==> src/rtl/comp_pkt_pkg.sv <==
// Shared definitions for the comparator triad packer: FSM encoding, packet tags,
// default packet geometry and the 48-to-16 slice selector.
package comp_pkt_pkg;

  localparam int unsigned FifoWidth = 48;
  localparam int unsigned TxWidth   = 16;

  localparam int unsigned DefNPre        = 4;
  localparam int unsigned DefNTriadWords = 9;
  localparam int unsigned DefTimeout     = 255;

  localparam logic [7:0] HdrTag = 8'hCF;
  localparam logic [7:0] TrlTag = 8'hCE;

  typedef enum logic [2:0] {
    StIdle,
    StPre,
    StHdr,
    StSeq,
    StFetch,
    StLoad,
    StSend,
    StTrl
  } pkt_state_e;

  // Slice 0 is the most significant 16 bits of the FIFO word.
  function automatic logic [TxWidth-1:0] slice_of(input logic [FifoWidth-1:0] word,
                                                  input logic [1:0] idx);
    case (idx)
      2'd0:    return word[47:32];
      2'd1:    return word[31:16];
      default: return word[15:0];
    endcase
  endfunction

endpackage

==> src/rtl/comp_triad_packer_if.sv <==
// FIFO-side and transmitter-side signals of the triad packer, plus its status outputs.
interface comp_triad_packer_if;
  import comp_pkt_pkg::*;

  logic                 compfifo_dav;
  logic [FifoWidth-1:0] compfifo_dout;
  logic                 en_fiforead;
  logic                 tx_ready;
  logic [TxWidth-1:0]   tx_dat;
  logic                 tx_valid;
  logic                 tx_sof;
  logic                 tx_eof;
  logic                 busy;
  logic [15:0]          pkt_count;
  logic [7:0]           underrun_count;

  modport master (
    input  compfifo_dav, compfifo_dout, tx_ready,
    output en_fiforead, tx_dat, tx_valid, tx_sof, tx_eof, busy, pkt_count, underrun_count
  );

  modport slave (
    output compfifo_dav, compfifo_dout, tx_ready,
    input  en_fiforead, tx_dat, tx_valid, tx_sof, tx_eof, busy, pkt_count, underrun_count
  );

endinterface

==> src/rtl/comp_triad_packer.sv <==
// Packs 48-bit comparator FIFO words into framed 16-bit GbE packets
// (preamble, header, sequence, data triads, trailer) with FIFO-starvation timeout.
module comp_triad_packer
  import comp_pkt_pkg::*;
#(
  parameter int unsigned FIBER_ID      = 0,
  parameter int unsigned N_PRE         = DefNPre,
  parameter int unsigned N_TRIAD_WORDS = DefNTriadWords,
  parameter int unsigned TIMEOUT       = DefTimeout
) (
  input logic                 fabric_clk,
  input logic                 reset,
  comp_triad_packer_if.master bus
);

  pkt_state_e           state_q, state_d;
  logic [7:0]           pre_cnt_q, pre_cnt_d;
  logic [7:0]           word_cnt_q, word_cnt_d;
  logic [1:0]           slice_q, slice_d;
  logic [7:0]           timer_q, timer_d;
  logic [FifoWidth-1:0] stage_q, stage_d;
  logic                 uflag_q, uflag_d;
  logic [15:0]          pkt_count_q, pkt_count_d;
  logic [7:0]           underrun_count_q, underrun_count_d;

  logic               tx_valid, tx_sof, tx_eof, en_fiforead;
  logic [TxWidth-1:0] tx_dat;

  always_ff @(posedge fabric_clk) begin
    if (reset) begin
      state_q          <= StIdle;
      pre_cnt_q        <= '0;
      word_cnt_q       <= '0;
      slice_q          <= '0;
      timer_q          <= '0;
      stage_q          <= '0;
      uflag_q          <= 1'b0;
      pkt_count_q      <= '0;
      underrun_count_q <= '0;
    end else begin
      state_q          <= state_d;
      pre_cnt_q        <= pre_cnt_d;
      word_cnt_q       <= word_cnt_d;
      slice_q          <= slice_d;
      timer_q          <= timer_d;
      stage_q          <= stage_d;
      uflag_q          <= uflag_d;
      pkt_count_q      <= pkt_count_d;
      underrun_count_q <= underrun_count_d;
    end
  end

  always_comb begin
    state_d          = state_q;
    pre_cnt_d        = pre_cnt_q;
    word_cnt_d       = word_cnt_q;
    slice_d          = slice_q;
    timer_d          = timer_q;
    stage_d          = stage_q;
    uflag_d          = uflag_q;
    pkt_count_d      = pkt_count_q;
    underrun_count_d = underrun_count_q;
    tx_valid         = 1'b0;
    tx_sof           = 1'b0;
    tx_eof           = 1'b0;
    tx_dat           = '0;
    en_fiforead      = 1'b0;

    unique case (state_q)
      StIdle: begin
        if (bus.compfifo_dav) begin
          state_d   = StPre;
          pre_cnt_d = '0;
        end
      end
      StPre: begin
        tx_valid = 1'b1;
        tx_sof   = (pre_cnt_q == '0);
        if (bus.tx_ready) begin
          if (pre_cnt_q == 8'(N_PRE - 1)) state_d = StHdr;
          else pre_cnt_d = pre_cnt_q + 8'd1;
        end
      end
      StHdr: begin
        tx_valid = 1'b1;
        tx_dat   = {HdrTag, 8'(FIBER_ID)};
        if (bus.tx_ready) state_d = StSeq;
      end
      StSeq: begin
        tx_valid = 1'b1;
        tx_dat   = pkt_count_q;
        if (bus.tx_ready) begin
          state_d    = StFetch;
          word_cnt_d = '0;
          timer_d    = '0;
        end
      end
      StFetch: begin
        // Once underrun, the rest of the packet is zero-filled without touching the FIFO.
        if (uflag_q) begin
          state_d = StLoad;
        end else if (bus.compfifo_dav) begin
          en_fiforead = 1'b1;
          state_d     = StLoad;
        end else if (timer_q == 8'(TIMEOUT)) begin
          uflag_d = 1'b1;
          state_d = StLoad;
        end else begin
          timer_d = timer_q + 8'd1;
        end
      end
      StLoad: begin
        stage_d    = uflag_q ? '0 : bus.compfifo_dout;
        slice_d    = '0;
        word_cnt_d = word_cnt_q + 8'd1;
        state_d    = StSend;
      end
      StSend: begin
        tx_valid = 1'b1;
        tx_dat   = slice_of(stage_q, slice_q);
        if (bus.tx_ready) begin
          if (slice_q == 2'd2) begin
            if (word_cnt_q < 8'(N_TRIAD_WORDS)) begin
              state_d = StFetch;
              timer_d = '0;
            end else begin
              state_d = StTrl;
            end
          end else begin
            slice_d = slice_q + 2'd1;
          end
        end
      end
      StTrl: begin
        tx_valid = 1'b1;
        tx_eof   = 1'b1;
        tx_dat   = {TrlTag, 7'b0, uflag_q};
        if (bus.tx_ready) begin
          pkt_count_d = pkt_count_q + 16'd1;
          if (uflag_q && underrun_count_q != 8'hFF) underrun_count_d = underrun_count_q + 8'd1;
          uflag_d = 1'b0;
          state_d = StIdle;
        end
      end
      default: state_d = StIdle;
    endcase
  end

  assign bus.tx_valid       = tx_valid;
  assign bus.tx_sof         = tx_sof;
  assign bus.tx_eof         = tx_eof;
  assign bus.tx_dat         = tx_dat;
  assign bus.en_fiforead    = en_fiforead;
  assign bus.busy           = (state_q != StIdle);
  assign bus.pkt_count      = pkt_count_q;
  assign bus.underrun_count = underrun_count_q;

endmodule

==> src/flat_wrapper.sv <==
// flat-port wrapper written by rule: the top's interface ports become plain ports
module comp_triad_packer_flat import comp_pkt_pkg::*;
#(
  parameter int unsigned FIBER_ID      = 0,
  parameter int unsigned N_PRE         = DefNPre,
  parameter int unsigned N_TRIAD_WORDS = DefNTriadWords,
  parameter int unsigned TIMEOUT       = DefTimeout
)
  (fabric_clk, reset, bus_compfifo_dav, bus_compfifo_dout, bus_tx_ready, bus_en_fiforead, bus_tx_dat, bus_tx_valid, bus_tx_sof, bus_tx_eof, bus_busy, bus_pkt_count, bus_underrun_count);
  comp_triad_packer_if bus_i ();
  input logic fabric_clk;
  input logic reset;
  input wire logic [$bits(bus_i.compfifo_dav)-1:0] bus_compfifo_dav;
  input wire logic [$bits(bus_i.compfifo_dout)-1:0] bus_compfifo_dout;
  input wire logic [$bits(bus_i.tx_ready)-1:0] bus_tx_ready;
  output wire logic [$bits(bus_i.en_fiforead)-1:0] bus_en_fiforead;
  output wire logic [$bits(bus_i.tx_dat)-1:0] bus_tx_dat;
  output wire logic [$bits(bus_i.tx_valid)-1:0] bus_tx_valid;
  output wire logic [$bits(bus_i.tx_sof)-1:0] bus_tx_sof;
  output wire logic [$bits(bus_i.tx_eof)-1:0] bus_tx_eof;
  output wire logic [$bits(bus_i.busy)-1:0] bus_busy;
  output wire logic [$bits(bus_i.pkt_count)-1:0] bus_pkt_count;
  output wire logic [$bits(bus_i.underrun_count)-1:0] bus_underrun_count;
  assign bus_i.compfifo_dav = bus_compfifo_dav;
  assign bus_i.compfifo_dout = bus_compfifo_dout;
  assign bus_i.tx_ready = bus_tx_ready;
  assign bus_en_fiforead = bus_i.en_fiforead;
  assign bus_tx_dat = bus_i.tx_dat;
  assign bus_tx_valid = bus_i.tx_valid;
  assign bus_tx_sof = bus_i.tx_sof;
  assign bus_tx_eof = bus_i.tx_eof;
  assign bus_busy = bus_i.busy;
  assign bus_pkt_count = bus_i.pkt_count;
  assign bus_underrun_count = bus_i.underrun_count;
  comp_triad_packer #(.FIBER_ID(FIBER_ID), .N_PRE(N_PRE), .N_TRIAD_WORDS(N_TRIAD_WORDS), .TIMEOUT(TIMEOUT)) u_core (.fabric_clk(fabric_clk), .reset(reset), .bus(bus_i));
endmodule
==> config.mk <==
export PLATFORM = sky130hd
export DESIGN_NAME = comp_triad_packer_flat
export DESIGN_NICKNAME = d
export VERILOG_FILES = /design/src/rtl/comp_pkt_pkg.sv /design/src/rtl/comp_triad_packer_if.sv /design/src/rtl/comp_triad_packer.sv /design/src/flat_wrapper.sv
export SDC_FILE = /design/constraint.sdc
export NUM_CORES = 1
export LEC_CHECK = 0
export BUFFER_PORTS_ARGS = -buffer_cell sky130_fd_sc_hd__buf_4
export CAP_MARGIN = 20
export CELL_PAD_IN_SITES_DETAIL_PLACEMENT = 0
export CELL_PAD_IN_SITES_GLOBAL_PLACEMENT = 1
export CORE_UTILIZATION = 44
export DETAILED_ROUTE_END_ITERATION = 8
export PLACE_DENSITY = 0.9
export SKIP_CTS_REPAIR_TIMING = 1
export SYNTH_ARGS = -nofsm -noshare
export SYNTH_HDL_FRONTEND = slang
export SYNTH_SLANG_ARGS = --single-unit
==> constraint.sdc <==
create_clock -name fabric_clk -period 5.96 [get_ports fabric_clk]
set_input_delay 0.894 -clock fabric_clk [delete_from_list [all_inputs] [get_ports fabric_clk]]
set_output_delay 0.894 -clock fabric_clk [all_outputs]
set_load 0.05 [all_outputs]
# Yosys cells after proc, flatten, opt, wreduce, memory -nomap -nowiden
# Cells that the tools add are included.
[totals]
regBits = 102
latch_bits = 0
mem_bits_rw = 0
romBits = 0
in_bits = 52
output_inout_bits = 45
word_cells = 105
mem_count = 0
[classes]
add_sub_neg = 6
n_mul = 0
n_div = 0
order_cmp = 1
eq_ne = 27
shift = 0
n_mux = 43
bitwise = 0
n_reduce_logical = 19
[op_table]
columns = ["cell", "n"]
rows = [
  ["$mux 8", 10],
  ["$pmux 16 s4", 1],
  ["$mux 48", 1],
  ["$mux 3", 11],
  ["$add 8x1->8 const B", 4],
  ["$pmux 16 s2", 1],
  ["$pmux 8 s2", 2],
  ["$pmux 3 s8", 1],
  ["$pmux 8 s3", 1],
  ["$ne 2x2->1 const B", 11],
  ["$add 16x1->16 const B", 1],
  ["$eq 3x3->1 const B", 4],
  ["$mux 1", 10],
  ["$reduce_and 9->1", 1],
  ["$eq 8x2->1 const B", 1],
  ["$eq 8x8->1 const B", 1],
  ["$logic_not 8->1", 1],
  ["$lt 8x4->1 const B", 1],
  ["$ne 8x8->1 const B", 1],
  ["$reduce_and 8->1", 1],
  ["$reduce_bool 2->1", 4],
  ["$eq 3x2->1 const B", 2],
  ["$mux 2", 3],
  ["$ne 2x1->1 const B", 3],
  ["15 further kinds", 19],
]

# Depth between registers and ports, before layout
[logic_depth]
word_depth = 5
ltp_mapped = 9
mapped_depth_nobuf = 7

# Least setup slack after synthesis
# OpenSTA, ideal clock, no wires.
[synth_path]
path_type = "register to output"
start = "register u_core.slice_q[0]"
end = "output port bus_tx_dat[7]"
arrival_time_ns = 2.318
required_time_ns = 5.066
path_slack_ns = 2.748
stages_incl_launch_ff = 10
n_path_buf = 2
path_cell_list = "dfxtp_1 -> inv_1 -> ha_1 -> clkbuf_1 -> nor2_1 -> clkbuf_1 -> nand2_1 -> a21oi_1 -> a21oi_1 -> nor2b_1"
[synth_via]
elab_chain_cells = 3
word_cells_on_any_way = 4
classes_between = "eq/ne: 1; mux: 2; reduce/logical: 1"
[synth_rtl]
columns = ["item", "line", "text"]
rows = [
  ["start, declared", "comp_triad_packer.sv:19", "logic [1:0] slice_q, slice_d;"],
  ["start signal, assigned", "comp_triad_packer.sv:44", "slice_q <= slice_d;"],
  ["$eq 2x1->1 / $logic_not 2->1 (equally long branches)", "comp_pkt_pkg.sv:29", "case (idx)"],
  ["$pmux 16 s2 *", "comp_pkt_pkg.sv:29", ""],
  ["$pmux 16 s4 *", "comp_triad_packer.sv:69", "unique case (state_q)"],
  ["end, declared", "flat_wrapper.sv:17", "output wire logic [$bits(bus_i.tx_dat)-1:0] bus_tx_dat;"],
]
# Mark *: on every way between the ends. The rest lies on a longest branch, timed or not.

# Worst setup path in the final report
[layout_path]
start = "register u_core.slice_q[0]"
end = "output port bus_tx_dat[0]"
# The elaborated chain is that of the path after synthesis.

==> results.py <==
metrics = {
    "status": {
        "status": "completed",
    },
    "synthesis": {
        "yosysUniqueCellTypes": 61,
        "syn_area_um2": 5096,
        "async_flop_share_pct": 0,
        "ys_ff_latch": 102,
        "syn-num-nets": 697,
        "synth_area_per_cell_um2": 8.025,
        "synth_cells": 635,
        "synth-edff-count": 0,
        "synth_seq_area_share_pct": 40.07,
        "yosysWarnings": 0,
        "synthFlopType": "dfxtp_1",
    },
    "floorplan": {
        "coreArea_um2": 11080,
        "die_h_um": 109.6,
        "die_width_um": 109.6,
        "pin_count": 97,
        "die_area_um2": 12020,
        "initial_utilization_pct": 46.00,
        "rows": 38,
    },
    "pwr": {
        "p_int_uw": 1152,
        "power.switching_uw": 503.7,
        "pwr-share-clk_pct": 36.5,
        "swShare_pct": 30.43,
        "power_density_nw_per_um2": 268.2,
        "seq_power_share_pct": 43.5,
        "power_frac_comb_pct": 19.9,
        "p_leak_uw": 0.002527,
        "vdd_drop_max_mv": 0.3179,
        "fin_total_pwr_uw": 1656,
    },
    "place": {
        "dp_hpwl_um": 9530,
        "place.gp.congestion": 0.8039,
        "placed_area_um2": 5838,
        "portBuffers": 96,
        "pre_cts_ws_ns": 2.560,
    },
    "critical_path": {
        "cp-start-kind": "flip-flop",
        "critical_path.top_delay_family": "simple AND/OR/NAND/NOR gates",
        "cp_max_fo": 17,
        "crit_chain": "inv_1 > ha_1 > nor2_1 > a211oi_1 > a21oi_1 > a22oi_1 > nor2b_1 > buf_4",
        "r2r_setup_slack_ns": 3.35,
        "critPathKind": "flip-flop to primary output",
        "cp_slowest_cell": "nor2_1",
        "cpPeakStageDelay_ns": 0.91,
        "crit_buf_inv": 2,
        "cp.required_ns": 5.07,
        "end_kind": "primary output",
        "worst_ep_arrival_time_ns": 2.94,
    },
    "timing": {
        "rsz0062_at_grt": "false",
        "fin_ws_ns": 2.122,
        "fmax_mhz": 260.6,
        "period_share_pct": 64.39,
        "tightest_slew_ns": 1.082,
        "finalSetupViolCount": 0,
        "relSlewSlack_pct": 27.58,
        "drv_slew": 0,
        "hold_viol_final": 0,
        "fin_crit_ns": 3.838,
        "skew_ns": 0.008344,
        "fin_tns_setup_ns": 0,
    },
    "clock_network": {
        "clkTransAtPathRegs_ns": 0.07,
        "clk_latency_ns": 0.34,
        "cts_tree": "done",
        "clkSinkCount": 102,
        "cts.path.max_buffers": 2,
        "cts_buffers": 9,
        "htreeDepth": 3,
        "cts_root_buffer": "clkbuf_16",
    },
    "drt": {
        "num_vias": 4860,
        "vias_per_cell": 5.745,
        "post-route-drc-count": 0,
        "drtIter0Drc": 435,
        "first_pass_iters": 5,
        "wl_per_cell_um": 16.11,
        "final_antenna_net_count": 0,
        "wl_um": 13630,
    },
    "final_layout": {
        "seqCellArea_um2": 2042,
        "fin_nets": 763,
        "drive_above_1_share_pct": 18.27,
        "num_antenna_cells": 0,
        "final_cell_area_um2": 6173,
        "syn2layout_area_growth_pct": 21.14,
        "multi_input_area_um2": 2833,
        "nFillCells": 1042,
        "post-route-util_pct": 55.73,
    },
    "global_routing": {
        "grt_pass1_vias": 4523,
        "antenna_found_initial": 0,
        "overflow": 0,
        "grt_pass1_wl_um": 21980,
        "grt_max_degree": 96,
        "grt_use_total_pct": 23.62,
    },
    "run": {
        "cap_violations": 0,
    },
    "worst_hold_path": {
        "hold_class": "flip-flop to flip-flop",
    },
}
[final cells by class]
class | count | share of cell area (%)
multi-input cells | 476 | 45.89
flip-flops and latches | 102 | 33.08
repair buffers | 100 | 12.48
clock buffers | 11 | 3.932
well taps | 140 | 2.837
clock inverters | 5 | 1.054
inverters | 12 | 0.7296
[worst register-to-register path, delay by kind of cell (launching register included)]
family / cells / cell delay, ns
simple gates: 3 / 0.71
compound gates: 1 / 0.71
xor+xnor: 1 / 0.16
flops: 1 / 0.89
[cells in the final DEF (no fill, tap or decap), types with 3 or more instances in the layout]
master     netlist  final
o31ai_1          4      4
xor2_1          15     15
nor3_1           3      3
nor2b_1         13     13
dfxtp_1        102    102
nor4_1           3      3
ha_1            10     10
nor2_1          95     95
nand3b_1         3      3
a21boi_0         3      3
xnor2_1         13     13
inv_1           12     12
o21a_1           3      3
a22oi_1         12     12
or3_1            4      4
buf_4            0     99
a21oi_1         92     92
a221oi_1         5      5
nand2_1         37     37
o211ai_1         3      3
nand2b_1         6      6
nand3_1         15     15
a211oi_1         6      6
a31oi_1          3      3
o21ai_0         13     13
mux2i_1          3      3
and4_1           6      6
and3_1          60     60
nand4_1         12     12
clkbuf_16        0      9
and2_1           4      4
[through the flow]
step / instances / hold WS (ns)
3_3_place_gp: 829 / 0.4622
4_1_cts: 845 / 0.4951
3_5_place_dp: 829 / 0.4784
2_1_floorplan: 635 / 0.4523
5_1_grt: 846 / 0.5154
6_report: 846 / 0.4881
[state kept, by name, summed over array words and instances, names as in the netlist]
signal	flops
u_core.bus.pkt_count	16
u_core.stage_q	48
u_core.pre_cnt_q	8
u_core.word_cnt_q	8
u_core.bus.underrun_count	8
u_core.timer_q	8
u_core.slice_q	2
u_core.state_q	3
u_core.uflag_q	1
[layer usage]
metal | track usage, % | up-vias | wire, um
met5 | 0 | - | 0
met4 | 8.286 | 0 | 384
met3 | 5.098 | 23 | 646
met2 | 40.21 | 152 | 6641
met1 | 29.41 | 2304 | 5954
li1 | - | 2381 | -
[kinds of logic (layout without fill, tap and decap cells)]
| group | after synthesis | count (layout) | share of synthesized area, % |
|---|---|---|---|
| AND/OR/NAND/NOR | 273 | 273 | 27.52 |
| buffers and inverters | 57 | 128 | 4.444 |
| XOR/XNOR | 28 | 28 | 4.812 |
| flip-flops | 102 | 102 | 40.07 |
| multiplexers | 5 | 5 | 1.031 |
| AO/OA/AOI/OAI | 160 | 160 | 19.67 |
| adder cells (fa/ha/maj) | 10 | 10 | 2.455 |
[final timing paths]
kind / start / cells past startpoint / to
max: u_core.slice_q[0]$_SDFFE_PP0P_ / 8 / bus_tx_dat[0]
min: u_core.stage_q[23]$_SDFFE_PP0P_ / 2 / u_core.stage_q[23]$_SDFFE_PP0P_
max reg2reg: u_core.state_q[0]$_SDFFE_PP0P_ / 5 / u_core.bus.underrun_count[4]$_SDFFE_PP0P_
min reg2reg: u_core.stage_q[23]$_SDFFE_PP0P_ / 2 / u_core.stage_q[23]$_SDFFE_PP0P_
[cell usage after synthesis (2+ instances only)]
| cell type | number | share of area (%) |
|---|---|---|
| mux2_2 | 2 | 0.44 |
| nor3_1 | 3 | 0.29 |
| inv_1 | 12 | 0.88 |
| mux2i_1 | 3 | 0.59 |
| o21a_1 | 3 | 0.44 |
| a31oi_1 | 3 | 0.37 |
| dfxtp_1 | 102 | 40 |
| buf_2 | 3 | 0.29 |
| xor2_1 | 15 | 2.6 |
| nor3b_1 | 2 | 0.29 |
| a221oi_1 | 5 | 0.86 |
| nand2_1 | 37 | 2.7 |
| o21ai_0 | 13 | 1.3 |
| a21boi_0 | 3 | 0.44 |
| nor4_1 | 3 | 0.37 |
| or3_1 | 4 | 0.49 |
| and2_1 | 4 | 0.49 |
| nand2b_1 | 6 | 0.74 |
| and3_1 | 60 | 7.4 |
| ha_1 | 10 | 2.5 |
| nand3b_1 | 3 | 0.44 |
| o31ai_1 | 4 | 0.59 |
| clkbuf_1 | 39 | 2.9 |
| a21oi_1 | 92 | 9.0 |
| a22oi_1 | 12 | 1.8 |
| nor2b_1 | 13 | 1.6 |
| and4_1 | 6 | 1.0 |
| nor2_1 | 95 | 7.0 |
| o41ai_1 | 2 | 0.34 |
| xnor2_1 | 13 | 2.2 |
| nand3_1 | 15 | 1.5 |
| o211ai_1 | 3 | 0.44 |
| a211oi_1 | 6 | 0.88 |
| nand4_1 | 12 | 1.5 |
[power groups by stage]
stage               clock, uW  combinational, uW  sequential, uW
floorplan                   0                237             715
global placement            0                295             749
detailed placement          0                299             751
CTS                       617                300             735
global route              643                355             723
finish                    605                330             721
(Power assumes the default switching activity.)
